[config.mk]
export PLATFORM = sky130hd
export DESIGN_NAME = sram_arb_flat
export DESIGN_NICKNAME = d
export VERILOG_FILES = /design/src/rtl/sram_arb_if.sv /design/src/rtl/sram_arb.sv /design/src/flat_wrapper.sv
export SDC_FILE = /design/constraint.sdc
export NUM_CORES = 1
export LEC_CHECK = 0
export BUFFER_PORTS_ARGS = -buffer_cell sky130_fd_sc_hd__buf_4
export CAP_MARGIN = 20
export CORE_UTILIZATION = 40
export CTS_CLUSTER_DIAMETER = 200
export DETAILED_ROUTE_END_ITERATION = 16
export GPL_TIMING_DRIVEN = 0
export HOLD_SLACK_MARGIN = 0.15
export PLACE_DENSITY = 0.76
export SYNTH_ARGS = -nofsm -noshare
export SYNTH_HDL_FRONTEND = slang
export SYNTH_SLANG_ARGS = --single-unit
[constraint.sdc]
create_clock -name clk -period 2 [get_ports clk]
set_input_delay 0.4 -clock clk [delete_from_list [all_inputs] [get_ports clk]]
set_output_delay 0.4 -clock clk [all_outputs]
set_load 0.01 [all_outputs]
[src/rtl/sram_arb_if.sv]
// Requester-side bundle for sram_arb: request handshake plus response.
// master = requester (drives req_*), slave = arbiter (drives rdy/rsp).
interface sram_arb_if #(
  parameter int AW = 15,
  parameter int DW = 32
);
  localparam int SW = DW / 8;

  logic          req_vld;
  logic          req_rdy;
  logic [AW-1:0] req_addr;
  logic          req_wen;
  logic [DW-1:0] req_wdata;
  logic [SW-1:0] req_wstrb;
  logic          rsp_vld;
  logic [DW-1:0] rsp_rdata;

  modport master (
    output req_vld,
    output req_addr,
    output req_wen,
    output req_wdata,
    output req_wstrb,
    input  req_rdy,
    input  rsp_vld,
    input  rsp_rdata
  );

  modport slave (
    input  req_vld,
    input  req_addr,
    input  req_wen,
    input  req_wdata,
    input  req_wstrb,
    output req_rdy,
    output rsp_vld,
    output rsp_rdata
  );
endinterface

[src/rtl/sram_arb.sv]
// Round-robin arbiter/sequencer sharing one single-port SRAM between
// m0 (ifetch) and m1 (load/store); partial stores become read-modify-write.
// Ports: clk, rst (sync, active high); m0/m1 sram_arb_if.slave request
// ports; sram_wen/sram_addr/sram_wdata to the SRAM; sram_rdata registered
// read data returned one cycle after the address.
module sram_arb #(
  parameter int AW = 15,
  parameter int DW = 32
) (
  input  logic          clk,
  input  logic          rst,
  sram_arb_if.slave     m0,
  sram_arb_if.slave     m1,
  output logic          sram_wen,
  output logic [AW-1:0] sram_addr,
  output logic [DW-1:0] sram_wdata,
  input  logic [DW-1:0] sram_rdata
);
  localparam int SW = DW / 8;

  typedef enum logic {
    IDLE   = 1'b0,
    RMW_WR = 1'b1
  } state_t;

  state_t state;
  state_t state_nx;

  // Round-robin pointer: port preferred when both request.
  logic ptr;

  // Grant decode
  logic g0;
  logic g1;
  logic gnt;
  logic gsel;

  // Muxed request of the granted port
  logic [AW-1:0] r_addr;
  logic          r_wen;
  logic [DW-1:0] r_wdata;
  logic [SW-1:0] r_wstrb;
  logic          r_full;
  logic          r_zero;
  logic          r_part;

  // Latched partial store
  logic          l_port;
  logic [AW-1:0] l_addr;
  logic [DW-1:0] l_wdata;
  logic [SW-1:0] l_wstrb;
  logic [DW-1:0] merged;

  // Response one cycle after the SRAM access
  logic pend;
  logic pport;
  logic prd;

  logic rdy0;
  logic rdy1;
  logic rv0;
  logic rv1;

  always_comb begin
    g0 = m0.req_vld & (~m1.req_vld | ~ptr);
    g1 = m1.req_vld & (~m0.req_vld | ptr);
    gnt = ~rst & (state == IDLE) & (g0 | g1);
    gsel = g1 & ~g0;
  end

  always_comb begin
    if (gsel) begin
      r_addr  = m1.req_addr;
      r_wen   = m1.req_wen;
      r_wdata = m1.req_wdata;
      r_wstrb = m1.req_wstrb;
    end else begin
      r_addr  = m0.req_addr;
      r_wen   = m0.req_wen;
      r_wdata = m0.req_wdata;
      r_wstrb = m0.req_wstrb;
    end
    r_full = &r_wstrb;
    r_zero = ~|r_wstrb;
    r_part = r_wen & ~r_full & ~r_zero;
  end

  // Byte merge of latched store data over the word just read back.
  always_comb begin
    merged = sram_rdata;
    for (int i = 0; i < SW; i++) begin
      if (l_wstrb[i]) begin
        merged[i*8 +: 8] = l_wdata[i*8 +: 8];
      end
    end
  end

  // State register
  always_ff @(posedge clk) begin
    if (rst) begin
      state <= IDLE;
    end else begin
      state <= state_nx;
    end
  end

  // Next state
  always_comb begin
    state_nx = state;
    unique case (state)
      IDLE: begin
        if (gnt & r_part) begin
          state_nx = RMW_WR;
        end
      end
      RMW_WR: begin
        state_nx = IDLE;
      end
      default: begin
        state_nx = IDLE;
      end
    endcase
  end

  // Outputs; everything is forced quiet while rst is high.
  always_comb begin
    rdy0       = 1'b0;
    rdy1       = 1'b0;
    sram_wen   = 1'b0;
    sram_addr  = '0;
    sram_wdata = '0;
    if (!rst) begin
      unique case (state)
        IDLE: begin
          rdy0 = g0;
          rdy1 = g1;
          if (gnt) begin
            sram_addr = r_addr;
            if (r_wen & r_full) begin
              sram_wen   = 1'b1;
              sram_wdata = r_wdata;
            end
          end
        end
        RMW_WR: begin
          sram_wen   = 1'b1;
          sram_addr  = l_addr;
          sram_wdata = merged;
        end
        default: begin
          sram_wen = 1'b0;
        end
      endcase
    end
  end

  // Pointer, partial-store latch and response tracking
  always_ff @(posedge clk) begin
    if (rst) begin
      ptr     <= 1'b0;
      pend    <= 1'b0;
      pport   <= 1'b0;
      prd     <= 1'b0;
      l_port  <= 1'b0;
      l_addr  <= '0;
      l_wdata <= '0;
      l_wstrb <= '0;
    end else begin
      pend <= 1'b0;
      prd  <= 1'b0;
      if (gnt) begin
        ptr <= ~gsel;
        if (r_part) begin
          l_port  <= gsel;
          l_addr  <= r_addr;
          l_wdata <= r_wdata;
          l_wstrb <= r_wstrb;
        end else begin
          pend  <= 1'b1;
          pport <= gsel;
          prd   <= ~r_wen;
        end
      end
      if (state == RMW_WR) begin
        pend  <= 1'b1;
        pport <= l_port;
        prd   <= 1'b0;
      end
    end
  end

  // Reset in the response cycle drops the pending response.
  always_comb begin
    rv0 = pend & ~rst & ~pport;
    rv1 = pend & ~rst & pport;
  end

  assign m0.req_rdy   = rdy0;
  assign m1.req_rdy   = rdy1;
  assign m0.rsp_vld   = rv0;
  assign m1.rsp_vld   = rv1;
  assign m0.rsp_rdata = (rv0 & prd) ? sram_rdata : '0;
  assign m1.rsp_rdata = (rv1 & prd) ? sram_rdata : '0;

endmodule

[src/flat_wrapper.sv]
// flat-port wrapper written by rule: the top's interface ports become plain ports
module sram_arb_flat 
#(
  parameter int AW = 15,
  parameter int DW = 32
)
  (clk, rst, sram_wen, sram_addr, sram_wdata, sram_rdata, m0_req_vld, m0_req_addr, m0_req_wen, m0_req_wdata, m0_req_wstrb, m0_req_rdy, m0_rsp_vld, m0_rsp_rdata, m1_req_vld, m1_req_addr, m1_req_wen, m1_req_wdata, m1_req_wstrb, m1_req_rdy, m1_rsp_vld, m1_rsp_rdata);
  sram_arb_if #(.AW(AW), .DW(DW)) m0_i ();
  sram_arb_if #(.AW(AW), .DW(DW)) m1_i ();
  input  logic clk;
  input  logic rst;
  output logic sram_wen;
  output logic [AW-1:0] sram_addr;
  output logic [DW-1:0] sram_wdata;
  input  logic [DW-1:0] sram_rdata;
  input wire logic [$bits(m0_i.req_vld)-1:0] m0_req_vld;
  input wire logic [$bits(m0_i.req_addr)-1:0] m0_req_addr;
  input wire logic [$bits(m0_i.req_wen)-1:0] m0_req_wen;
  input wire logic [$bits(m0_i.req_wdata)-1:0] m0_req_wdata;
  input wire logic [$bits(m0_i.req_wstrb)-1:0] m0_req_wstrb;
  output wire logic [$bits(m0_i.req_rdy)-1:0] m0_req_rdy;
  output wire logic [$bits(m0_i.rsp_vld)-1:0] m0_rsp_vld;
  output wire logic [$bits(m0_i.rsp_rdata)-1:0] m0_rsp_rdata;
  input wire logic [$bits(m1_i.req_vld)-1:0] m1_req_vld;
  input wire logic [$bits(m1_i.req_addr)-1:0] m1_req_addr;
  input wire logic [$bits(m1_i.req_wen)-1:0] m1_req_wen;
  input wire logic [$bits(m1_i.req_wdata)-1:0] m1_req_wdata;
  input wire logic [$bits(m1_i.req_wstrb)-1:0] m1_req_wstrb;
  output wire logic [$bits(m1_i.req_rdy)-1:0] m1_req_rdy;
  output wire logic [$bits(m1_i.rsp_vld)-1:0] m1_rsp_vld;
  output wire logic [$bits(m1_i.rsp_rdata)-1:0] m1_rsp_rdata;
  assign m0_i.req_vld = m0_req_vld;
  assign m0_i.req_addr = m0_req_addr;
  assign m0_i.req_wen = m0_req_wen;
  assign m0_i.req_wdata = m0_req_wdata;
  assign m0_i.req_wstrb = m0_req_wstrb;
  assign m0_req_rdy = m0_i.req_rdy;
  assign m0_rsp_vld = m0_i.rsp_vld;
  assign m0_rsp_rdata = m0_i.rsp_rdata;
  assign m1_i.req_vld = m1_req_vld;
  assign m1_i.req_addr = m1_req_addr;
  assign m1_i.req_wen = m1_req_wen;
  assign m1_i.req_wdata = m1_req_wdata;
  assign m1_i.req_wstrb = m1_req_wstrb;
  assign m1_req_rdy = m1_i.req_rdy;
  assign m1_rsp_vld = m1_i.rsp_vld;
  assign m1_rsp_rdata = m1_i.rsp_rdata;
  sram_arb #(.AW(AW), .DW(DW)) u_core (.clk(clk), .rst(rst), .m0(m0_i), .m1(m1_i), .sram_wen(sram_wen), .sram_addr(sram_addr), .sram_wdata(sram_wdata), .sram_rdata(sram_rdata));
endmodule
Word level (Yosys, flattened, before mapping)

Index checks and enable logic that the tools add are counted.

Register bits: 57
Input port bits: 140
Output and inout port bits: 116
Word-level logic and storage cells: 77

Eq/ne operators: 1
Mux-type cells: 33
Bitwise gates (word level): 28
Reductions and logical operators: 6

Operators with widths:

| kind                                                   | count |
|---|---|
| two-way mux 32 bit                                     | 6 |
| case mux 32 bit (2 select lines)                       | 1 |
| two-way mux 15 bit                                     | 3 |
| two-way mux 8 bit                                      | 4 |
| case mux 15 bit (2 select lines)                       | 1 |
| two-way mux 1 bit                                      | 15 |
| bitwise AND 1 bit                                      | 14 |
| NOT 1 bit                                              | 11 |
| OR reduction 4 bit                                     | 2 |
| two-way mux 4 bit                                      | 1 |
| case mux 1 bit (2 select lines)                        | 2 |
| AND reduction 2 bit                                    | 2 |
| AND reduction 4 bit                                    | 1 |
| OR 1 bit                                               | 3 |
| inequality test 2 x 1 -> 1 bit (second input constant) | 1 |
| nonzero test 2 bit                                     | 1 |

Longest topological paths before layout

Gate-level depths: netlist (run 1).

Depth in word-level cells: 13
Gate-level depth with buffers: 8
Mapped depth without buffers: 6

Worst setup path after synthesis (run 1)

Ideal clock, no wire load.

Kind: input-to-output
Start: input rst
End: output sram_addr[0]
Arrival: 1.704 ns
Required time: 1.600 ns
Path slack: -0.104 ns
Cell stages on the path: 7
Buffers on the path: 3
Cells stage by stage: nor2_1 > o21a_1 > clkbuf_1 > clkbuf_1 > clkbuf_1 > a22oi_1 > nor2_1

Cells in the longest elaborated chain, start to end: 6

Ends and longest elaborated chain:

| item                             | RTL line           | RTL |
|---|---|---|
| start: declaration               | flat_wrapper.sv:11 | `input logic rst;` |
| NOT 1 bit                        | sram_arb.sv:67     | `gnt = ~rst & (state == IDLE) & (g0 \| g1);` |
| bitwise AND 1 bit (2 in a row)   | sram_arb.sv:67     |  |
| two-way mux 15 bit               | sram_arb.sv:137    | `if (gnt) begin` |
| case mux 15 bit (2 select lines) | sram_arb.sv:133    | `unique case (state)` |
| two-way mux 15 bit *             | sram_arb.sv:132    | `if (!rst) begin` |
| end: declaration                 | flat_wrapper.sv:13 | `output logic [AW-1:0] sram_addr;` |

Every way passes the cells marked *; elsewhere a longest branch is shown, timed or not.

Worst setup path after layout (run 1)

Start: register u_core.ptr
End: output sram_wdata[28]

Cells in the longest elaborated chain, start to end: 12
Elaborated cells between the ends (all ways): 18
Classes of those cells: mux (7); bitwise (10); reduce/logical (1)

Ends and longest elaborated chain:

| item                               | RTL line           | RTL |
|---|---|---|
| start: declaration                 | sram_arb.sv:30     | `logic ptr;` |
| start signal: assignment           | sram_arb.sv:172    | `ptr <= ~gsel;` |
| NOT 1 bit                          | sram_arb.sv:65     | `g0 = m0.req_vld & (~m1.req_vld \| ~ptr);` |
| OR 1 bit                           | sram_arb.sv:65     |  |
| bitwise AND 1 bit                  | sram_arb.sv:65     |  |
| NOT 1 bit                          | sram_arb.sv:68     | `gsel = g1 & ~g0;` |
| bitwise AND 1 bit                  | sram_arb.sv:68     |  |
| two-way mux 4 bit                  | sram_arb.sv:72     | `if (gsel) begin` |
| AND reduction 4 bit                | sram_arb.sv:83     | `r_full = &r_wstrb;` |
| bitwise AND 1 bit                  | sram_arb.sv:139    | `if (r_wen & r_full) begin` |
| two-way mux 32 bit                 | sram_arb.sv:139    |  |
| two-way mux 32 bit *               | sram_arb.sv:137    |  |
| case mux 32 bit (2 select lines) * | sram_arb.sv:133    |  |
| two-way mux 32 bit *               | sram_arb.sv:132    |  |
| end: declaration                   | flat_wrapper.sv:14 | `output logic [DW-1:0] sram_wdata;` |

Marked as above.

==> results of run 1 <==
[metal layers]
| metal | vias to the layer above | routed length [um] | part of all wire [%] | global-route usage (%) |
|---|---|---|---|---|
| met1 | 2482 | 7040 | 39 | 34.1 |
| met2 | 284 | 9450 | 52 | 53.3 |
| met4 | 0 | 381 | 2.1 | 10.2 |
| met3 | 42 | 1300 | 7.2 | 4.37 |
| met5 | - | 0 | 0 | 0 |
| li1 | 2379 | - | - | - |
[worst max-delay path, delay by kind of cell, from the launching register on]
kind | cells | cell delay (ns)
compound gates | 1 | 0.18
buf+inv | 4 | 0.63
flops | 1 | 0.32
mux | 1 | 0.19
simple gates | 2 | 0.29
[metrics by stage]
step                      cell area, um^2  util, %  hold slack (ns)  setup TNS [ns]  instances
after detailed placement             6200     62.9            0.456          -62.01        865
after CTS                            7170     72.7            0.292          -13.74        897
after global placement               6200     62.9            0.444          -58.47        865
after floorplan                      4120        -            0.436          -0.934        477
final                                7860     79.7            0.291          -14.23        926
after global routing                 7860     79.7            0.293          -19.41        926
[cells by family after synthesis]
logic type,after synthesis,synth area share (%)
AO/OA/AOI/OAI,145,27.0
buffers and inverters,55,6.81
flip-flops,57,27.7
multiplexers,83,20.6
AND/OR/NAND/NOR,137,17.9
[power by group]
group	switching [mW]	internal, mW	leakage [nW]
sequential	0.0745	1.23	0.468
combinational	0.698	0.804	2.81
clock	0.508	0.440	0.0818
total	1.28	2.47	3.36
[cell usage after synthesis, types with 7 or more instances]
master	number
a22oi_1	15
nand3_1	17
a211oi_2	34
mux2i_1	68
o21ai_0	17
clkbuf_1	29
buf_2	7
mux2_2	15
o22ai_1	32
a21oi_1	39
buf_6	8
and2_1	65
dfxtp_1	57
nor2_1	18
nand2_1	22
[cell type report]
class	instances	area [um^2]
clock buffer	10	128
tap	133	166
clock inverter	6	35.0
timing repair buffer	304	2440
multi-input combinational	365	3450
buffer	46	477
inverter	5	23.8
fill	621	2010
sequential	57	1140
[path summary, 6_finish.rpt]
path	cells after the start	startpoint	slack [ns]	to
worst max register to register	9	u_core.ptr	-0.02	u_core.l_addr[11]
worst min register to register	2	u_core.l_addr[10]	0.48	u_core.l_addr[10]
worst max-delay path	8	u_core.ptr	-0.36	sram_wdata[28]
worst min-delay path	2	m1_req_wen	0.29	u_core.l_port
[timing repair]
action / in CTS / in global routing
gates cloned: 2 / 4
gates resized for setup: 145 / 86
hold endpoints to repair: 0 / 0
pin swaps: 20 / 32
buffers inserted: 16 / 27
endpoints found under the setup margin: 164 / 114
[flip-flops by register name, summed over array words and instances, names as in the netlist]
register and flops:
u_core.l_port 1, u_core.prd 1, u_core.l_wstrb 4, u_core.ptr 1
u_core.l_addr 15, u_core.pend 1, u_core.state 1, u_core.pport 1
u_core.l_wdata 32
==> reports/results.ini, run 1 <==
[run]
drv_cap=0

[finish]
layout_commonest_cell=buf_4
final_cell_mix=buf_4, and2_1, dfxtp_1
drive_above_1_share_pct=61.5
nets=928
area_growth_pct=90.8
num_antenna_cells=0

[global_route]
first_global_vias=4751
grt.total_usage_pct=29.0
grt_first_pass_wirelength_mm=23.6
antenna_found_initial=0
grt_max_degree=12
gr-total-overflow=0

[timing]
skew_ns=0.00967
rsz0062_at_grt=true
period_share_pct=118
fmax_ghz=0.423
final-setup-viol-count=52
setup_ws_ns=-0.362
hold_viol=0
slew_headroom_pct=44.6
worst_pin_slew_ns=0.831
fin_crit_ns=2.36
slew_violations=0

[route]
drt_iter0_markers=229
drtPass1Iterations=11
routed_wl_mm=18.2
vias=5187
via_per_inst=5.60
ant_nets=0
drc=1
wl_per_cell_um=19.6

[worst_setup_path]
crit_path_top_delay_cell=dfxtp_2
cp-end-kind=output port
slowest_delay_ns=0.32
crit_fanout=7
path_cells=nand2b_4 > and2_4 > buf_12 > buf_12 > clkbuf_16 > mux2i_4 > o22ai_1 > buf_4
cp_data_required_time_ns=1.60
cp-start-kind=flip-flop
path_class=reg2out
cp.arrival_ns=1.96
crit_top_cell=buf_12

[yosys]
synth_area_leaders=dfxtp_1, mux2i_1, a211oi_2, and2_1, o22ai_1
syn_inst=477
synth_ff_type=dfxtp_1
avgSynthCellArea_um2=8.63
ys_ff_latch=57
yosys.area.top_type=dfxtp_1
yosysSeqAreaShare_pct=27.7
syn_nets=617
synth_edf_count=0
yosysWarnings=0
synth_top_area_share_pct=27.7
synth_cell_types=33
async_reset_ff_share_pct=0
syn-cell-area_um2=4120

[floorplan]
fp.dieH_um=103
core_um2=9860
die_area_um2=10700
floorplan.initialDensity_pct=41.7
die-width_um=103
io_pins=256
core.rowCount=36

[cts]
root_buffer=clkbuf_8
clkTransAtPathRegs_ns=0.08
clkLatencyLatePin_ns=0.34
cts_tree=done
cts_buffers=9
cts_max_level=3
clock-sinks=57
hold_buffers=0
clockBufferDepth=2

[outcome]
status=complete, but fails checks
violations=design-rule violations, negative setup slack

[power]
powerDensity_nw_per_um2=478
ir_drop_mv=0.275
leakage_nw=3.36
finalPower_mw=3.75

[placement]
post-place-ws_ns=-0.706
io_buffers=255
dpl.hpwl_mm=11.5
routabilityCongestion=0.864

[min_path]
worst_hold_path_type=in2reg

(Power assumes the default switching activity.)
==> run 2: changes to the inputs <==
CELL_PAD_IN_SITES_DETAIL_PLACEMENT = 1   (was default)
CELL_PAD_IN_SITES_GLOBAL_PLACEMENT = 1   (was default)
CORE_UTILIZATION = 27   (was 40)
PLACE_DENSITY = 0.74   (was 0.76)
==> reports/results.ini, run 2 (synthesis results as in run 1) <==
[outcome]
status=complete, but fails checks
violations=design-rule violations, negative setup slack

[finish]
nets=958
reg.largest.list=u_core.l_wdata x32, u_core.l_addr x15, u_core.l_wstrb x4
fill_cells=1598
fin_area_um2=8490
area_growth_pct=106
seq_area_um2=1150
layout_commonest_cell=buf_4
num_antenna_cells=0
final_util_pct=57.8
regMostFlops=u_core.l_wdata
largest_register_ffs=32
final_cell_mix=buf_4, dfxtp_1, buf_6
multi_input_comb_area_um2=3490
stdcell_count=1007
drive_above_1_share_pct=66.6

[timing]
slew_violations=0
hold_viol=0
period_share_pct=119
worst_pin_slew_ns=0.822
setup_ws_ns=-0.380
fmax_ghz=0.420
fin_crit_ns=2.38
rsz0062_at_grt=true
final-setup-viol-count=48
skew_ns=0.00723
timing.hold.ws_ns=0.307
slew_headroom_pct=45.2

[worst_setup_path]
slowest_delay_ns=0.34
cp.arrival_ns=1.98
crit_family=buffers and inverters
crit_top_cell=buf_12
cp-end-kind=output port
crit_path_top_delay_cell=dfxtp_2
path_cells=nand2b_4 > and2_4 > buf_12 > buf_12 > buf_16 > mux2i_4 > o22ai_2 > buf_4
cp-start-kind=flip-flop
critPathBufInv=4
path_class=reg2out
crit_fanout=6
cp_data_required_time_ns=1.60

[global_route]
grt.total_usage_pct=25.5
first_global_vias=5616
grt_first_pass_wirelength_mm=31.1
antenna_found_initial=0
grt_max_degree=12
gr-total-overflow=0

[power]
p_int_mw=2.92
p_seq_share_pct=29.9
pwr-share-comb_pct=37.1
powerDensity_nw_per_um2=509
ir_drop_mv=0.384
netSwitchingFraction_pct=32.3
p_clk_share_pct=33.0
finalPower_mw=4.32
leakage_nw=3.65
p_sw_mw=1.40

[cts]
clkTransAtPathRegs_ns=0.06
root_buffer=clkbuf_16
cts_max_level=3
clock-sinks=57
clockBufferDepth=2
hold_buffers=0
cts_buffers=9
clkLatencyLatePin_ns=0.33
cts_tree=done

[route]
drc=14
drt_iter0_markers=190
ant_nets=0
via_per_inst=5.20
drtPass1Iterations=10
vias=5239
wl_per_cell_um=21.2
routed_wl_mm=21.4

[floorplan]
fp.dieH_um=125
die-width_um=125
die_area_um2=15700
core.rowCount=44
floorplan.initialDensity_pct=28.0
core_um2=14700
io_pins=256

[placement]
dpl.hpwl_mm=13.5
dp.cells=916
routabilityCongestion=0.830
post_dp_cell_area_um2=6270
io_buffers=255

[min_path]
worst_hold_path_type=in2reg

[run]
drv_cap=0

-- run 2: cell count changes in the layout (fill, tap and decap cells not counted), moves of 3 or more --
cell	before	now
clkbuf_16	4	13
buf_6	17	51
clkbuf_8	14	3
buf_16	3	6
o22ai_1	11	16
and2_4	1	35
o22ai_2	19	16
and2_1	64	30
buf_4	287	279
-- run 2: routing by layer --
layer,global-route usage [%],up-vias,wire [um]
met5,0,-,0
met1,29.0,2573,8450
met4,8.18,0,379
met3,3.29,25,1030
li1,-,2442,-
met2,48.8,199,11500
-- run 2: area by class of cell --
| class | instances | area share (%) |
|---|---|---|
| clock inverters | 7 | 0.560 |
| multi-input cells | 365 | 41.2 |
| clock buffers | 9 | 2.65 |
| flip-flops and latches | 57 | 13.5 |
| repair buffers | 331 | 32.9 |
| inverters | 5 | 0.280 |
| plain buffers | 49 | 6.22 |
| well taps | 184 | 2.71 |
-- run 2: worst reg2reg max path, cell delays in order (launching register included) --
cell and delay (ns):
dfxtp_2 0.33, nand2b_4 0.14, and2_4 0.14, buf_12 0.14, buf_4 0.14, o32ai_4 0.34
buf_6 0.18, buf_8 0.14, a21oi_1 0.09, a211oi_2 0.21
-- run 2: timing repair --
item	CTS	global route
setup endpoints to repair	168	147
gates resized for setup	202	105
pin swaps	35	45
gates cloned	6	3
setup buffers	45	22
-- run 2: path summary, 6_finish.rpt --
check / depth (start not counted) / end / start / slack, ns
worst max-delay path: 8 / sram_wdata[18] / u_core.ptr / -0.38
worst min-delay path: 2 / u_core.l_port / m1_req_wen / 0.31
worst max register to register: 9 / u_core.l_wdata[2] / u_core.ptr / 0.04
worst min register to register: 2 / u_core.l_addr[5] / u_core.l_addr[5] / 0.49
-- run 2: per-stage QoR --
stage	setup WS (ns)	setup TNS, ns
floorplan	-0.0534	-0.934
global placement	-0.780	-64.75
detailed placement	-0.816	-68.61
CTS	-0.321	-13.41
global route	-0.420	-18.08
finish	-0.380	-14.89
-- run 2: power by group through the flow --
| stage | logic (mW) | clock network [mW] | registers (mW) |
|---|---|---|---|
| final | 1.60 | 1.43 | 1.29 |
| after global routing | 1.69 | 1.49 | 1.30 |
| after CTS | 1.47 | 1.44 | 1.29 |
| after detailed placement | 1.06 | 0 | 1.30 |
| after global placement | 1.03 | 0 | 1.30 |
| after floorplan | 0.596 | 0 | 1.29 |
==> run 3: changes to the inputs <==
--- a/config.mk
+++ b/config.mk
@@ -17,2 +17,4 @@
 export PLACE_DENSITY = 0.74
+export RECOVER_POWER = 25
+export SETUP_SLACK_MARGIN = 0.05
 export SYNTH_ARGS = -nofsm -noshare
--- a/constraint.sdc
+++ b/constraint.sdc
@@ -3,2 +3,2 @@
 set_output_delay 0.4 -clock clk [all_outputs]
-set_load 0.01 [all_outputs]
+set_load 0.05 [all_outputs]
==> reports/results.ini, run 3 (synthesis results as in run 1) <==
[outcome]
status=complete, but fails checks
violations=design-rule violations, negative setup slack

[finish]
regMostFlops=u_core.l_wdata
reg.largest.list=u_core.l_wdata x32, u_core.l_addr x15, u_core.l_wstrb x4
layout_commonest_cell=buf_4
fin_area_um2=10200
area_growth_pct=147
largest_register_ffs=32
final_cell_mix=buf_4, buf_8, and2_4
final_util_pct=69.2
drive_above_1_share_pct=79.9
nets=952
num_antenna_cells=0

[cts]
cts_max_level=3
clockBufferDepth=2
clkTransAtPathRegs_ns=0.05
cts_buffers=9
hold_buffers=0
clkLatencyLatePin_ns=0.34
cts_tree=done
clock-sinks=57
root_buffer=clkbuf_16

[timing]
rsz0062_at_grt=true
skew_ns=0.00773
slew_headroom_pct=38.0
worst_pin_slew_ns=0.929
slew_violations=0
fin_crit_ns=2.44
setup_ws_ns=-0.441
fmax_ghz=0.410
final-setup-viol-count=126
timing.hold.ws_ns=0.341
hold_viol=0
period_share_pct=122

[route]
dr_wl_met2_mm=14.2
wl_met1_mm=9.78
drc=18
drtPass1Iterations=11
wl_met3_mm=1.36
ant_nets=0
via_per_inst=5.45
dr.max_layer_used=met4
wl_per_cell_um=26.3
drt_iter0_markers=294
vias=5457
routed_wl_mm=26.3

[min_path]
worstHoldStart=m1_req_wen
worst_hold_path_type=in2reg
min_path_cells=2
hold_path_end=u_core.l_port

[power]
finalPower_mw=5.08
pwr-share-comb_pct=41.6
p_seq_share_pct=25.9
ir_drop_mv=0.557
leakage_nw=4.04
powerDensity_nw_per_um2=499
netSwitchingFraction_pct=35.0
p_int_mw=3.30
p_sw_mw=1.78
p_clk_share_pct=32.5

[worst_setup_path]
crit_top_cell=buf_12
path_class=reg2out
cp_data_required_time_ns=1.60
path_cells=nand2b_4 > and2_4 > buf_12 > buf_12 > mux2_4 > a22oi_2 > nor2_4 > buf_8
critPathBufInv=3
cp.arrival_ns=2.04
slowest_delay_ns=0.34
r2r_cells=11
rr_endpoint=u_core.l_wdata[1]
r2r_start=u_core.ptr
cp-end-kind=output port
ff2ff_setup_slack_ns=-0.22
cp-start-kind=flip-flop
crit_fanout=7
crit_path_top_delay_cell=dfxtp_2
crit_family=buffers and inverters

[floorplan]
fp.dieH_um=125
die_area_um2=15700
io_pins=256
floorplan.initialDensity_pct=28.0
die-width_um=125
core_um2=14700
core.rowCount=44

[placement]
io_buffers=255
routabilityCongestion=0.808
dpl.hpwl_mm=14.0
post_dp_cell_area_um2=7090

[global_route]
first_global_vias=5775
grt_first_pass_wirelength_mm=33.1
antenna_found_initial=0
grt_max_degree=11
gr-total-overflow=0
grt.total_usage_pct=27.1

[run]
drv_cap=0

==> run 3: cell types whose count changed in the layout (fill, tap and decap cells not counted), sizes merged <==
cell / change
buf: -21
clkbuf: +19
clkinv: -5
clkinvlp: -2
inv: +2
bufinv: +1
==> run 3: cell type report <==
cell class,count,area (um^2)
fill,1405,4530
multi-input combinational,365,4250
timing repair buffer,325,3580
sequential,57,1150
buffer,48,614
clock buffer,14,274
tap,184,230
clock inverter,2,35.0
inverter,5,35.0
timing repair inverter,1,8.76
==> run 3: per-layer routing <==
layer | GRT usage, % | vias to the layer above
li1 | - | 2447
met1 | 30.2 | 2713
met2 | 52.1 | 235
met3 | 4.15 | 62
met4 | 8.18 | 0
met5 | 0 | -
==> run 3: worst max path at each step <==
stage / end / depth (start not counted) / slack (ns) / start
3_5_place_dp: sram_addr[14] / 5 / -0.70 / rst
4_1_cts: sram_wdata[30] / 9 / -0.43 / u_core.ptr
2_1_floorplan: sram_addr[0] / 7 / -0.10 / rst
6_report: sram_addr[1] / 8 / -0.44 / u_core.ptr
3_3_place_gp: sram_addr[14] / 5 / -0.63 / rst
5_1_grt: sram_addr[14] / 7 / -0.50 / u_core.state
==> run 3: timing repair <==
action,CTS,global route
resized for setup,306,220
pin swaps,37,108
setup endpoints to repair,168,166
setup buffers,36,15
endpoints found under the hold margin,0,0
cloned,7,16
==> run 3: through the flow <==
stage                     TNS (ns)  worst slack, ns  instances
after floorplan              -1.71           -0.101        477
final                       -23.91           -0.441       1001
after CTS                   -17.76           -0.430        976
after detailed placement    -69.05           -0.700        917
after global routing        -28.61           -0.498       1001
after global placement      -62.26           -0.629        916
==> run 3: power by group through the flow <==
| stage | clock network, mW | logic [mW] | registers [mW] |
|---|---|---|---|
| 6_report | 1.65 | 2.11 | 1.32 |
| 4_1_cts | 1.62 | 1.75 | 1.29 |
| 5_1_grt | 1.70 | 2.19 | 1.32 |
| 3_3_place_gp | 0 | 1.38 | 1.30 |
| 2_1_floorplan | 0 | 0.930 | 1.29 |
| 3_5_place_dp | 0 | 1.42 | 1.30 |
==> run 3: worst register-to-register path, cell delays in order (launching register included) <==
cell and delay, ns:
dfxtp_2 0.32, nand2b_4 0.14, and2_4 0.14, buf_12 0.15
buf_4 0.14, buf_6 0.11, o32ai_4 0.30, buf_4 0.17
buf_8 0.14, clkbuf_16 0.16, a21oi_2 0.08, a211oi_2 0.27
